$ cat src/rtl/feature_line_buffer_pkg.sv
// Shared constants, FSM encoding and bus-width helper for the CLP feature line buffer.
// Optional start-of-frame resync is enabled with SOF_SYNC_EN.
package feature_line_buffer_pkg;

    localparam int T_n              = 2;
    localparam int KERNEL_SIZE      = 5;
    localparam int FEATURE_IN_WIDTH = 8;

    typedef enum logic {
        FILL   = 1'b0,
        STREAM = 1'b1
    } state_t;

    // Width of the assembled column bus: every channel carries K rows.
    function automatic int col_bus_w(input int tn, input int k, input int w);
        return tn * k * w;
    endfunction

endpackage

$ cat src/rtl/feature_line_buffer_if.sv
// Pixel-in / column-out bundle between the raster source, line buffer and CLP.
// With SOF_SYNC_EN defined the bundle also carries sof / sof_err.
interface feature_line_buffer_if #(
    parameter int T_n              = feature_line_buffer_pkg::T_n,
    parameter int KERNEL_SIZE      = feature_line_buffer_pkg::KERNEL_SIZE,
    parameter int FEATURE_IN_WIDTH = feature_line_buffer_pkg::FEATURE_IN_WIDTH,
    parameter int IMG_W            = 28,
    parameter int IMG_H            = 28
);
    localparam int PIX_W = T_n * FEATURE_IN_WIDTH;
    localparam int COL_W = feature_line_buffer_pkg::col_bus_w(T_n, KERNEL_SIZE, FEATURE_IN_WIDTH);
    localparam int RW    = $clog2(IMG_H);
    localparam int CW    = $clog2(IMG_W);

    logic [PIX_W-1:0] pix_in;
    logic             pix_valid;
    logic             pix_ready;
    logic             stall;
    logic [COL_W-1:0] col_out;
    logic             feature_in_ready;
    logic             win_valid;
    logic [RW-1:0]    out_row;
    logic [CW-1:0]    out_col;
    logic             frame_done;
`ifdef SOF_SYNC_EN
    logic             sof;
    logic             sof_err;

    modport master (output pix_in, pix_valid, stall, sof,
                    input  pix_ready, col_out, feature_in_ready, win_valid,
                           out_row, out_col, frame_done, sof_err);
    modport slave  (input  pix_in, pix_valid, stall, sof,
                    output pix_ready, col_out, feature_in_ready, win_valid,
                           out_row, out_col, frame_done, sof_err);
`else
    modport master (output pix_in, pix_valid, stall,
                    input  pix_ready, col_out, feature_in_ready, win_valid,
                           out_row, out_col, frame_done);
    modport slave  (input  pix_in, pix_valid, stall,
                    output pix_ready, col_out, feature_in_ready, win_valid,
                           out_row, out_col, frame_done);
`endif

endinterface

$ cat src/rtl/feature_line_buffer_line_ram.sv
// Line memory: one read-before-write bank per line slot, shared column address,
// registered read that only updates on an enabled (accepted) cycle.
module line_ram #(
    parameter int DEPTH  = 28,
    parameter int SLOTS  = 4,
    parameter int SLOT_W = 16,
    parameter int AW     = $clog2(DEPTH)
) (
    input  logic                    clk,
    input  logic                    en,
    input  logic [SLOTS-1:0]        we,
    input  logic [AW-1:0]           addr,
    input  logic [SLOT_W-1:0]       wdata,
    output logic [SLOTS*SLOT_W-1:0] rdata
);

    for (genvar s = 0; s < SLOTS; s++) begin : g_slot
        logic [SLOT_W-1:0] mem [DEPTH];
        logic [SLOT_W-1:0] rdata_q;

        // Old contents are read out before the same address is overwritten.
        always_ff @(posedge clk) begin
            if (en) begin
                rdata_q <= mem[addr];
                if (we[s]) mem[addr] <= wdata;
            end
        end

        assign rdata[s*SLOT_W +: SLOT_W] = rdata_q;
    end

endmodule

$ cat src/rtl/feature_line_buffer.sv
// Raster-to-column converter feeding the CLP feature_in bus.
// Build option SOF_SYNC_EN: sof input resyncs the frame position, sof_err flags a misaligned sof.
module feature_line_buffer #(
    parameter int T_n              = feature_line_buffer_pkg::T_n,
    parameter int KERNEL_SIZE      = feature_line_buffer_pkg::KERNEL_SIZE,
    parameter int FEATURE_IN_WIDTH = feature_line_buffer_pkg::FEATURE_IN_WIDTH,
    parameter int IMG_W            = 28,
    parameter int IMG_H            = 28
) (
    input  logic                  clk,
    input  logic                  rst_n,  // active-high synchronous reset
    feature_line_buffer_if.slave  bus
);
    import feature_line_buffer_pkg::*;

    localparam int K     = KERNEL_SIZE;
    localparam int W     = FEATURE_IN_WIDTH;
    localparam int PIX_W = T_n * W;
    localparam int COL_W = col_bus_w(T_n, K, W);
    localparam int SLOTS = K - 1;
    localparam int RW    = $clog2(IMG_H);
    localparam int CW    = $clog2(IMG_W);
    localparam int PW    = (SLOTS > 1) ? $clog2(SLOTS) : 1;

    logic [CW-1:0]    c_q, c_d, c_eff;
    logic [RW-1:0]    r_q, r_d, r_eff;
    logic [PW-1:0]    ptr_q, ptr_d, ptr_eff;
    state_t           state_q, state_d, state_eff;
    logic [PIX_W-1:0] pix_q, pix_d;
    logic [PW-1:0]    eptr_q, eptr_d;
    logic [K-1:0]     mask_q, mask_d;
    logic [RW-1:0]    row_q, row_d;
    logic [CW-1:0]    col_q, col_d;
    logic             strobe_q, strobe_d;
    logic             win_q, win_d;
    logic             done_q, done_d;

    logic                   accept, sof_hit, line_end, frame_end;
    logic [SLOTS-1:0]       ram_we;
    logic [SLOTS*PIX_W-1:0] ram_rdata;
    logic [COL_W-1:0]       col_out;

    assign accept = bus.pix_valid & ~bus.stall;

`ifdef SOF_SYNC_EN
    logic sof_err_q, sof_err_d;
    assign sof_hit = accept & bus.sof;
`else
    assign sof_hit = 1'b0;
`endif

    // An sof pixel is processed as if the position state were already at (0,0) in FILL.
    assign c_eff     = sof_hit ? '0 : c_q;
    assign r_eff     = sof_hit ? '0 : r_q;
    assign ptr_eff   = sof_hit ? '0 : ptr_q;
    assign state_eff = sof_hit ? FILL : state_q;
    assign line_end  = (c_eff == CW'(IMG_W - 1));
    assign frame_end = line_end && (r_eff == RW'(IMG_H - 1));

    // Raster position and line-slot pointer; everything frozen unless a pixel is accepted.
    always_comb begin
        c_d   = c_q;
        r_d   = r_q;
        ptr_d = ptr_q;
        if (accept) begin
            if (line_end) begin
                c_d   = '0;
                r_d   = frame_end ? '0 : r_eff + 1'b1;
                ptr_d = (ptr_eff == PW'(SLOTS - 1)) ? '0 : ptr_eff + 1'b1;
            end else begin
                c_d   = c_eff + 1'b1;
                r_d   = r_eff;
                ptr_d = ptr_eff;
            end
        end
    end

    // FSM state register.
    always_ff @(posedge clk) begin
        if (rst_n) state_q <= FILL;
        else       state_q <= state_d;
    end

    // FSM next state: stream once K-1 lines are buffered, refill at each new frame.
    always_comb begin
        state_d = state_q;
        if (accept) begin
            state_d = state_eff;
            if (state_eff == FILL && line_end && r_eff == RW'(K - 2)) state_d = STREAM;
            else if (state_eff == STREAM && frame_end)                 state_d = FILL;
        end
    end

    // FSM outputs: capture everything needed to present the column one cycle after accept.
    always_comb begin
        pix_d    = pix_q;
        eptr_d   = eptr_q;
        mask_d   = mask_q;
        row_d    = row_q;
        col_d    = col_q;
        strobe_d = 1'b0;
        win_d    = 1'b0;
        done_d   = 1'b0;
`ifdef SOF_SYNC_EN
        sof_err_d = sof_hit && (c_q != '0 || r_q != '0);
`endif
        if (accept) begin
            pix_d  = bus.pix_in;
            eptr_d = ptr_eff;
            row_d  = r_eff;
            col_d  = c_eff;
            // Row i is image line r-K+1+i; lines above the frame top are masked to zero.
            for (int i = 0; i < K; i++) mask_d[i] = (int'(r_eff) + i) >= (K - 1);
            strobe_d = (state_eff == STREAM);
            win_d    = (state_eff == STREAM) && (c_eff >= CW'(K - 1));
            done_d   = frame_end;
        end
    end

    // Datapath and counter registers.
    always_ff @(posedge clk) begin
        if (rst_n) begin
            c_q      <= '0;
            r_q      <= '0;
            ptr_q    <= '0;
            pix_q    <= '0;
            eptr_q   <= '0;
            mask_q   <= '0;
            row_q    <= '0;
            col_q    <= '0;
            strobe_q <= 1'b0;
            win_q    <= 1'b0;
            done_q   <= 1'b0;
        end else begin
            c_q      <= c_d;
            r_q      <= r_d;
            ptr_q    <= ptr_d;
            pix_q    <= pix_d;
            eptr_q   <= eptr_d;
            mask_q   <= mask_d;
            row_q    <= row_d;
            col_q    <= col_d;
            strobe_q <= strobe_d;
            win_q    <= win_d;
            done_q   <= done_d;
        end
    end

`ifdef SOF_SYNC_EN
    // Misaligned-sof flag register.
    always_ff @(posedge clk) begin
        if (rst_n) sof_err_q <= 1'b0;
        else       sof_err_q <= sof_err_d;
    end
    assign bus.sof_err = sof_err_q;
`endif

    // New pixel overwrites the oldest line slot at the current column.
    always_comb begin
        ram_we = '0;
        for (int s = 0; s < SLOTS; s++) ram_we[s] = accept && (ptr_eff == PW'(s));
    end

    line_ram #(
        .DEPTH  (IMG_W),
        .SLOTS  (SLOTS),
        .SLOT_W (PIX_W),
        .AW     (CW)
    ) u_line_ram (
        .clk   (clk),
        .en    (accept),
        .we    (ram_we),
        .addr  (c_eff),
        .wdata (bus.pix_in),
        .rdata (ram_rdata)
    );

    // Column assembly: slot (eptr+i) mod (K-1) holds image line r-K+1+i.
    always_comb begin
        int s;
        s       = 0;
        col_out = '0;
        for (int n = 0; n < T_n; n++) begin
            for (int i = 0; i < SLOTS; i++) begin
                s = int'(eptr_q) + i;
                if (s >= SLOTS) s = s - SLOTS;
                if (mask_q[i]) col_out[(n*K + i)*W +: W] = ram_rdata[(s*T_n + n)*W +: W];
            end
            if (mask_q[K-1]) col_out[(n*K + K - 1)*W +: W] = pix_q[n*W +: W];
        end
    end

    assign bus.pix_ready        = ~bus.stall;
    assign bus.col_out          = col_out;
    assign bus.feature_in_ready = strobe_q;
    assign bus.win_valid        = win_q;
    assign bus.frame_done       = done_q;
    assign bus.out_row          = row_q;
    assign bus.out_col          = col_q;

endmodule
$ cat src/flat_wrapper.sv
// flat-port wrapper written by rule: the top's interface ports become plain ports
module feature_line_buffer_flat import feature_line_buffer_pkg::*;
#(
    parameter int T_n              = feature_line_buffer_pkg::T_n,
    parameter int KERNEL_SIZE      = feature_line_buffer_pkg::KERNEL_SIZE,
    parameter int FEATURE_IN_WIDTH = feature_line_buffer_pkg::FEATURE_IN_WIDTH,
    parameter int IMG_W            = 28,
    parameter int IMG_H            = 28
)
  (clk, rst_n, bus_pix_in, bus_pix_valid, bus_stall, bus_pix_ready, bus_col_out, bus_feature_in_ready, bus_win_valid, bus_out_row, bus_out_col, bus_frame_done);
  feature_line_buffer_if #(.T_n(T_n), .KERNEL_SIZE(KERNEL_SIZE), .FEATURE_IN_WIDTH(FEATURE_IN_WIDTH), .IMG_W(IMG_W), .IMG_H(IMG_H)) bus_i ();
  input  logic clk;
  input  logic rst_n;
  input wire logic [$bits(bus_i.pix_in)-1:0] bus_pix_in;
  input wire logic [$bits(bus_i.pix_valid)-1:0] bus_pix_valid;
  input wire logic [$bits(bus_i.stall)-1:0] bus_stall;
  output wire logic [$bits(bus_i.pix_ready)-1:0] bus_pix_ready;
  output wire logic [$bits(bus_i.col_out)-1:0] bus_col_out;
  output wire logic [$bits(bus_i.feature_in_ready)-1:0] bus_feature_in_ready;
  output wire logic [$bits(bus_i.win_valid)-1:0] bus_win_valid;
  output wire logic [$bits(bus_i.out_row)-1:0] bus_out_row;
  output wire logic [$bits(bus_i.out_col)-1:0] bus_out_col;
  output wire logic [$bits(bus_i.frame_done)-1:0] bus_frame_done;
  assign bus_i.pix_in = bus_pix_in;
  assign bus_i.pix_valid = bus_pix_valid;
  assign bus_i.stall = bus_stall;
  assign bus_pix_ready = bus_i.pix_ready;
  assign bus_col_out = bus_i.col_out;
  assign bus_feature_in_ready = bus_i.feature_in_ready;
  assign bus_win_valid = bus_i.win_valid;
  assign bus_out_row = bus_i.out_row;
  assign bus_out_col = bus_i.out_col;
  assign bus_frame_done = bus_i.frame_done;
  feature_line_buffer #(.T_n(T_n), .KERNEL_SIZE(KERNEL_SIZE), .FEATURE_IN_WIDTH(FEATURE_IN_WIDTH), .IMG_W(IMG_W), .IMG_H(IMG_H)) u_core (.clk(clk), .rst_n(rst_n), .bus(bus_i));
endmodule
$ cat config.mk
export PLATFORM = sky130hd
export DESIGN_NAME = feature_line_buffer_flat
export DESIGN_NICKNAME = d
export VERILOG_FILES = /design/src/rtl/feature_line_buffer_pkg.sv /design/src/rtl/feature_line_buffer_if.sv /design/src/rtl/feature_line_buffer_line_ram.sv /design/src/rtl/feature_line_buffer.sv /design/src/flat_wrapper.sv
export SDC_FILE = /design/constraint.sdc
export NUM_CORES = 2
export LEC_CHECK = 0
export CAP_MARGIN = 20
export CORE_MARGIN = 3
export CORE_UTILIZATION = 50
export DETAILED_ROUTE_END_ITERATION = 8
export GPL_TIMING_DRIVEN = 0
export PLACE_DENSITY = 0.66
export SETUP_SLACK_MARGIN = 0.5
export SYNTH_ARGS = -nofsm -noshare
export SYNTH_HDL_FRONTEND = slang
export SYNTH_SLANG_ARGS = --single-unit
$ cat constraint.sdc
create_clock -name clk -period 4.01 [get_ports clk]
set_input_delay 0.6015 -clock clk [delete_from_list [all_inputs] [get_ports clk]]
set_output_delay 0.6015 -clock clk [all_outputs]
set_load 0.01 [all_outputs]
# --- After elaboration in Yosys (flattened, before gate mapping) ---
# Memories as Yosys holds them, arrays and structs flattened. A register that Yosys moved wholly into a read port is not among the register bits.
# Index checks and enable logic that the tools add are counted.
# Widths: inputs -> output; s select.
word_totals:
  register_bits: 49
  ramBits: 1792
  out_inout_bits: 94
  wordCells: 107
  memories: 4
memory_table:
  columns: ["memory", "depth", "width", "rd", "rd_clocked_by_memory_dff", "wr", "line_no", "source"]
  rows:
  - ["u_core.u_line_ram.g_slot[0].mem", 28, 16, 1, 1, 1, "feature_line_buffer_line_ram.sv:18", "logic [SLOT_W-1:0] mem [DEPTH];"]
  - ["u_core.u_line_ram.g_slot[1].mem", 28, 16, 1, 1, 1, "feature_line_buffer_line_ram.sv:18", null]
  - ["u_core.u_line_ram.g_slot[2].mem", 28, 16, 1, 1, 1, "feature_line_buffer_line_ram.sv:18", null]
  - ["u_core.u_line_ram.g_slot[3].mem", 28, 16, 1, 1, 1, "feature_line_buffer_line_ram.sv:18", null]
op_classes:
  n_addsub: 18
  order_cmp: 10
  n_eq_ne: 6
  shifts: 8
  mux: 31
  bitwise_logic: 4
  n_reduce_logical: 14
ops:
  columns: ["op", "count"]
  rows:
  - ["$shiftx 64x32->8", 8]
  - ["$ge 32x4->1 const B", 7]
  - ["$add 29x2->29 const B", 4]
  - ["$mux 28", 4]
  - ["$mux 8", 10]
  - ["$mux 1", 14]
  - ["$add 5x2->6 const B", 2]
  - ["$sub 3x3->4 const B", 3]
  - ["$add 5x1->5 const B", 2]
  - ["$eq 5x5->1 const B", 2]
  - ["$ge 5x3->1 const B", 2]
  - ["$mux 5", 2]
  - ["$logic_and 1x1->1", 9]
  - ["$add 2x2->3 const B", 2]
  - ["$add 5x1->6 const B", 1]
  - ["$add 5x3->6 const B", 1]
  - ["$eq 5x2->1 const B", 1]
  - ["$eq 2x2->1 const B", 2]
  - ["$reduce_and 2->1", 2]
  - ["$sub 2x3->4 const B", 1]
  - ["$add 2x1->3 const B", 1]
  - ["$ge 2x3->1 const B", 1]
  - ["$not 1->1", 3]
  - ["$add 2x1->2 const B", 1]
  - ["6 further kinds", 6]

# --- Logic depth before layout (Yosys ltp) ---
logic_depth:
  depth_word: 6
  ltp_mapped: 9
  ltp_nobuf: 6

# --- Modules after synthesis ---
# From an unflattened synthesis, not the netlist that was laid out.
hier_totals:
  cells_unflattened: 3897
  hier_area_um2: 74600.3
modules_own_cells:
  columns: ["mod", "instances", "cells_per_inst", "area_per_inst_um2", "seq_area_each_um2"]
  rows:
  - ["line_ram", 1, 3413, 70398.8, 55733.5]
  - ["feature_line_buffer", 1, 484, 4201.5, 980.9]

# --- Worst setup path before layout ---
# Ideal clock, no wire load.
synth_path:
  kind: "input port to flip-flop"
  startpoint: "input bus_stall"
  endpoint: "register u_core.u_line_ram.g_slot[0].rdata_q[0] (read register of u_core.u_line_ram.g_slot[0].mem), enable pin"
  t_arrival_ns: 3.065
  required_ns: 3.557
  setup_slack_ns: 0.492
  path_stages: 4
  path_cell_list: "nand2b_1 clkinv_1 clkbuf_1 buf_1"
synth_via:
  elab_chain_len: 2
synth_lines:
  columns: ["element", "line_no", "source"]
  rows:
  - ["start, declared", "flat_wrapper.sv:16", "input wire logic [$bits(bus_i.stall)-1:0] bus_stall;"]
  - ["$not 1->1", "feature_line_buffer.sv:43", "assign accept = bus.pix_valid & ~bus.stall;"]
  - ["$and 1x1->1", "feature_line_buffer.sv:43", null]
  - ["named net u_core.accept", "feature_line_buffer.sv:38", "logic accept, sof_hit, line_end, frame_end;"]
  - ["end, declared", "feature_line_buffer_line_ram.sv:19", "logic [SLOT_W-1:0] rdata_q;"]
# The timed path passes the listed nets, and every way through them passes these cells.
# A chain may end at the register's enable or synchronous reset.

==> flow_metrics.env <==
export IMPL_power_frac_seq_pct=55.1
export IMPL_setup_worst_path_start_class="register"
export IMPL_syn_area_um2=75200
export IMPL_worst_pin_slew_ns=1.31
export IMPL_synth_most_common_cell="edfxtp_1"
export IMPL_die_h_um=394
export IMPL_place_gp_congestion=0.970
export IMPL_synthTopCellsByCount="1856 x edfxtp_1, 540 x mux2i_1, 219 x mux4_2"
export IMPL_antenna_found_initial=15
export IMPL_switching_share_pct=21.3
export IMPL_fmax_mhz=268
export IMPL_fin_nets=4544
export IMPL_holdWs_ns=0.0524
export IMPL_grt_pass1_vias=40500
export IMPL_hold_viol=0
export IMPL_clkPwrFrac_pct=41.2
export IMPL_synthArstFlopShare_pct=0
export IMPL_cts_hold_buf=0
export IMPL_vias=41700
export IMPL_ant_nets=0
export IMPL_rsz0062_at_grt="yes"
export IMPL_critPathKind="reg -> reg"
export IMPL_setup_tns_ns=0
export IMPL_cts_tree="yes"
export IMPL_synth_area_top_cells="edfxtp_1 74%, mux2i_1 7.2%, mux4_2 6.6%, dfxtp_1 1.3%, o22ai_1 1.2%"
export IMPL_final_core_util_pct=59.2
export IMPL_clockRootBuffer="clkbuf_16"
export IMPL_die_w_um=394
export IMPL_ys_seq_elements=1905
export IMPL_slew_headroom_pct=12.7
export IMPL_routed_wl_um=220000
export IMPL_ys_warn_count=0
export IMPL_hold_class="in -> reg"
export IMPL_switching_power_mw=8.48
export IMPL_fin_crit_sh_pct=93.0
export IMPL_path_max_fanout=10
export IMPL_drtIter0Drc=5597
export IMPL_drc=0
export IMPL_initial_core_util_pct=50.6
export IMPL_syn_inst=4048
export IMPL_ys_types=59
export IMPL_numClockSinks=1905
export IMPL_portBuffers=113
export IMPL_clkLatencyLatePin_ns=0.83
export IMPL_routedWlPerCell_um=33.1
export IMPL_fin_skew_ns=0.0444
export IMPL_synth_top_cell_by_area="edfxtp_1"
export IMPL_outcome="complete, no violations"
export IMPL_cts_buffers_inserted=184
export IMPL_pin_count=114
export IMPL_dieArea_um2=155000
export IMPL_ir_worst_vdd_mv=0.501
export IMPL_arrival_ns=4.26
export IMPL_fin_crit_ns=3.73
export IMPL_synth_edf_count=1856
export IMPL_p_comb_share_pct=3.7
export IMPL_synth_avg_cell_area_um2=18.6
export IMPL_drive_gt1_share_pct=22.4
export IMPL_leakage_nw=27.2
export IMPL_cts_max_level=4
export IMPL_power_density_nw_per_um2=453
export IMPL_synth_fp_nets=4091
export IMPL_grt_pass1_wl_um=307000
export IMPL_core_region_area_um2=149000
export IMPL_p_int_mw=31.4
export IMPL_grt_start_max_net_pins=111
export IMPL_dp_hpwl_um=152000
export IMPL_cts_buffer_depth=3
export IMPL_ys_flop_type="edfxtp_1"
export IMPL_required_ns=4.54
export IMPL_drv_cap=0
export IMPL_setup_viol_count_final=0
export IMPL_clk_pin_slew_ns=0.07
export IMPL_synth_seq_area_share_pct=75.5
export IMPL_vias_per_cell=6.27
export IMPL_dr_pass1_iters=8
export IMPL_rows=141
export IMPL_track_usage_pct=28.0
export IMPL_endpoint_kind="register"
export IMPL_grt_overflow=0
export IMPL_slew_viol_final=0
export IMPL_synth_top_area_share_pct=74.2
export IMPL_syn_to_final_growth_pct=17.0
cells by family after synthesis:
family | count (synthesis) | synth area share (%)
AND/OR/NAND/NOR | 588 | 3.70
multiplexers | 822 | 14.7
AO/OA/AOI/OAI | 450 | 3.98
buffers and inverters | 256 | 1.72
flip-flops | 1905 | 75.5
XOR/XNOR | 4 | 0.0466
adder cells (fa/ha/maj) | 23 | 0.383
path summary, 6_finish.rpt:
path | startpoint | to | slack, ns | cells after the start
worst min register to register | u_core.pix_q[7]$_SDFFE_PP0P_ | u_core.pix_q[7]$_SDFFE_PP0P_ | 0.45 | 2
worst min-delay path | bus_pix_in[15] | u_core.u_line_ram.g_slot[3].mem[0][15]$_DFFE_PP_ | 0.05 | 1
worst max-delay path | u_core.c_eff[4]$_SDFFE_PP0P_ | u_core.u_line_ram.g_slot[0].rdata_q[15]$_DFFE_PP_ | 0.28 | 6
worst max register to register | u_core.c_eff[4]$_SDFFE_PP0P_ | u_core.u_line_ram.g_slot[0].rdata_q[15]$_DFFE_PP_ | 0.28 | 6
what timing repair did:
item,4_1_cts,5_1_grt
cloned,1,0
gates resized for setup,169,52
setup endpoints to repair,881,267
pin swaps,2,2
buffers inserted,17,0
metal layers:
layer / vias up / track usage (%) / wire [um]
li1: 17200 / - / -
met2: 2572 / 41.7 / 98400
met5: - / 0.493 / 252
met1: 21400 / 38.6 / 85400
met3: 515 / 8.27 / 25400
met4: 22 / 12.4 / 10600
per-stage QoR:
step	area (um2)	power [mW]	setup slack (ns)	std cells
floorplan	75200	23.0	0.555	4048
global placement	78800	23.8	-1.67	6163
detailed placement	81500	23.8	-0.358	6298
CTS	87700	40.0	0.384	6646
global route	87900	40.8	0.374	6647
finish	87900	39.8	0.279	6656
worst max-delay path, stage by stage, from the launching register on:
cell and delay (ns):
dfxtp_1 0.66, buf_2 0.34, clkbuf_1 0.74, nand2_1 0.55
o32ai_1 0.43, a31oi_1 0.17, o2111ai_1 0.52
power groups by stage:
stage	Combinational, mW	Clock [mW]	Sequential, mW
finish	1.49	16.4	21.9
global route	1.55	17.3	21.9
CTS	1.48	16.6	21.9
detailed placement	1.47	0	22.4
global placement	1.38	0	22.5
floorplan	0.672	0	22.3
registers in the layout, summed over array words and instances (netlist names):
| signal | count |
|---|---|
| u_core.ptr_eff | 2 |
| u_core.bus.out_col | 5 |
| u_core.eptr_q | 2 |
| u_core.c_eff | 5 |
| u_core.u_line_ram.g_slot.rdata_q | 64 |
| u_core.pix_q | 16 |
| u_core.r_eff | 5 |
| u_core.state_eff | 1 |
| u_core.bus.frame_done | 1 |
| u_core.bus.win_valid | 1 |
| u_core.bus.feature_in_ready | 1 |
| u_core.bus.out_row | 5 |
| u_core.u_line_ram.g_slot.mem | 1792 |
| u_core.mask_q | 5 |
final cells by class:
type / count / area (um2)
clock buffers: 233 / 4810
diodes: 9 / 22.5
fillers: 10800 / 60600
inverters: 16 / 70.1
plain buffers: 240 / 1380
clock inverters: 97 / 840
flip-flops and latches: 1905 / 56700
well taps: 2002 / 2500
repair buffers: 267 / 3750
multi-input cells: 1887 / 17800
cells in the final DEF, fill, tap and decap left out, types with 59 or more instances in the layout:
cell type        instances
a21oi_1                 80
a22oi_1                 65
buf_2                  112
buf_4                   64
buf_8                   84
clkbuf_1               119
clkbuf_16              187
clkdlybuf4s50_1         59
edfxtp_1              1856
mux2_2                  63
mux2i_1                540
mux4_2                 219
nand2_1                183
nor2_1                  76
nor2_2                  90
o22ai_1                142
(Power assumes the default switching activity.)
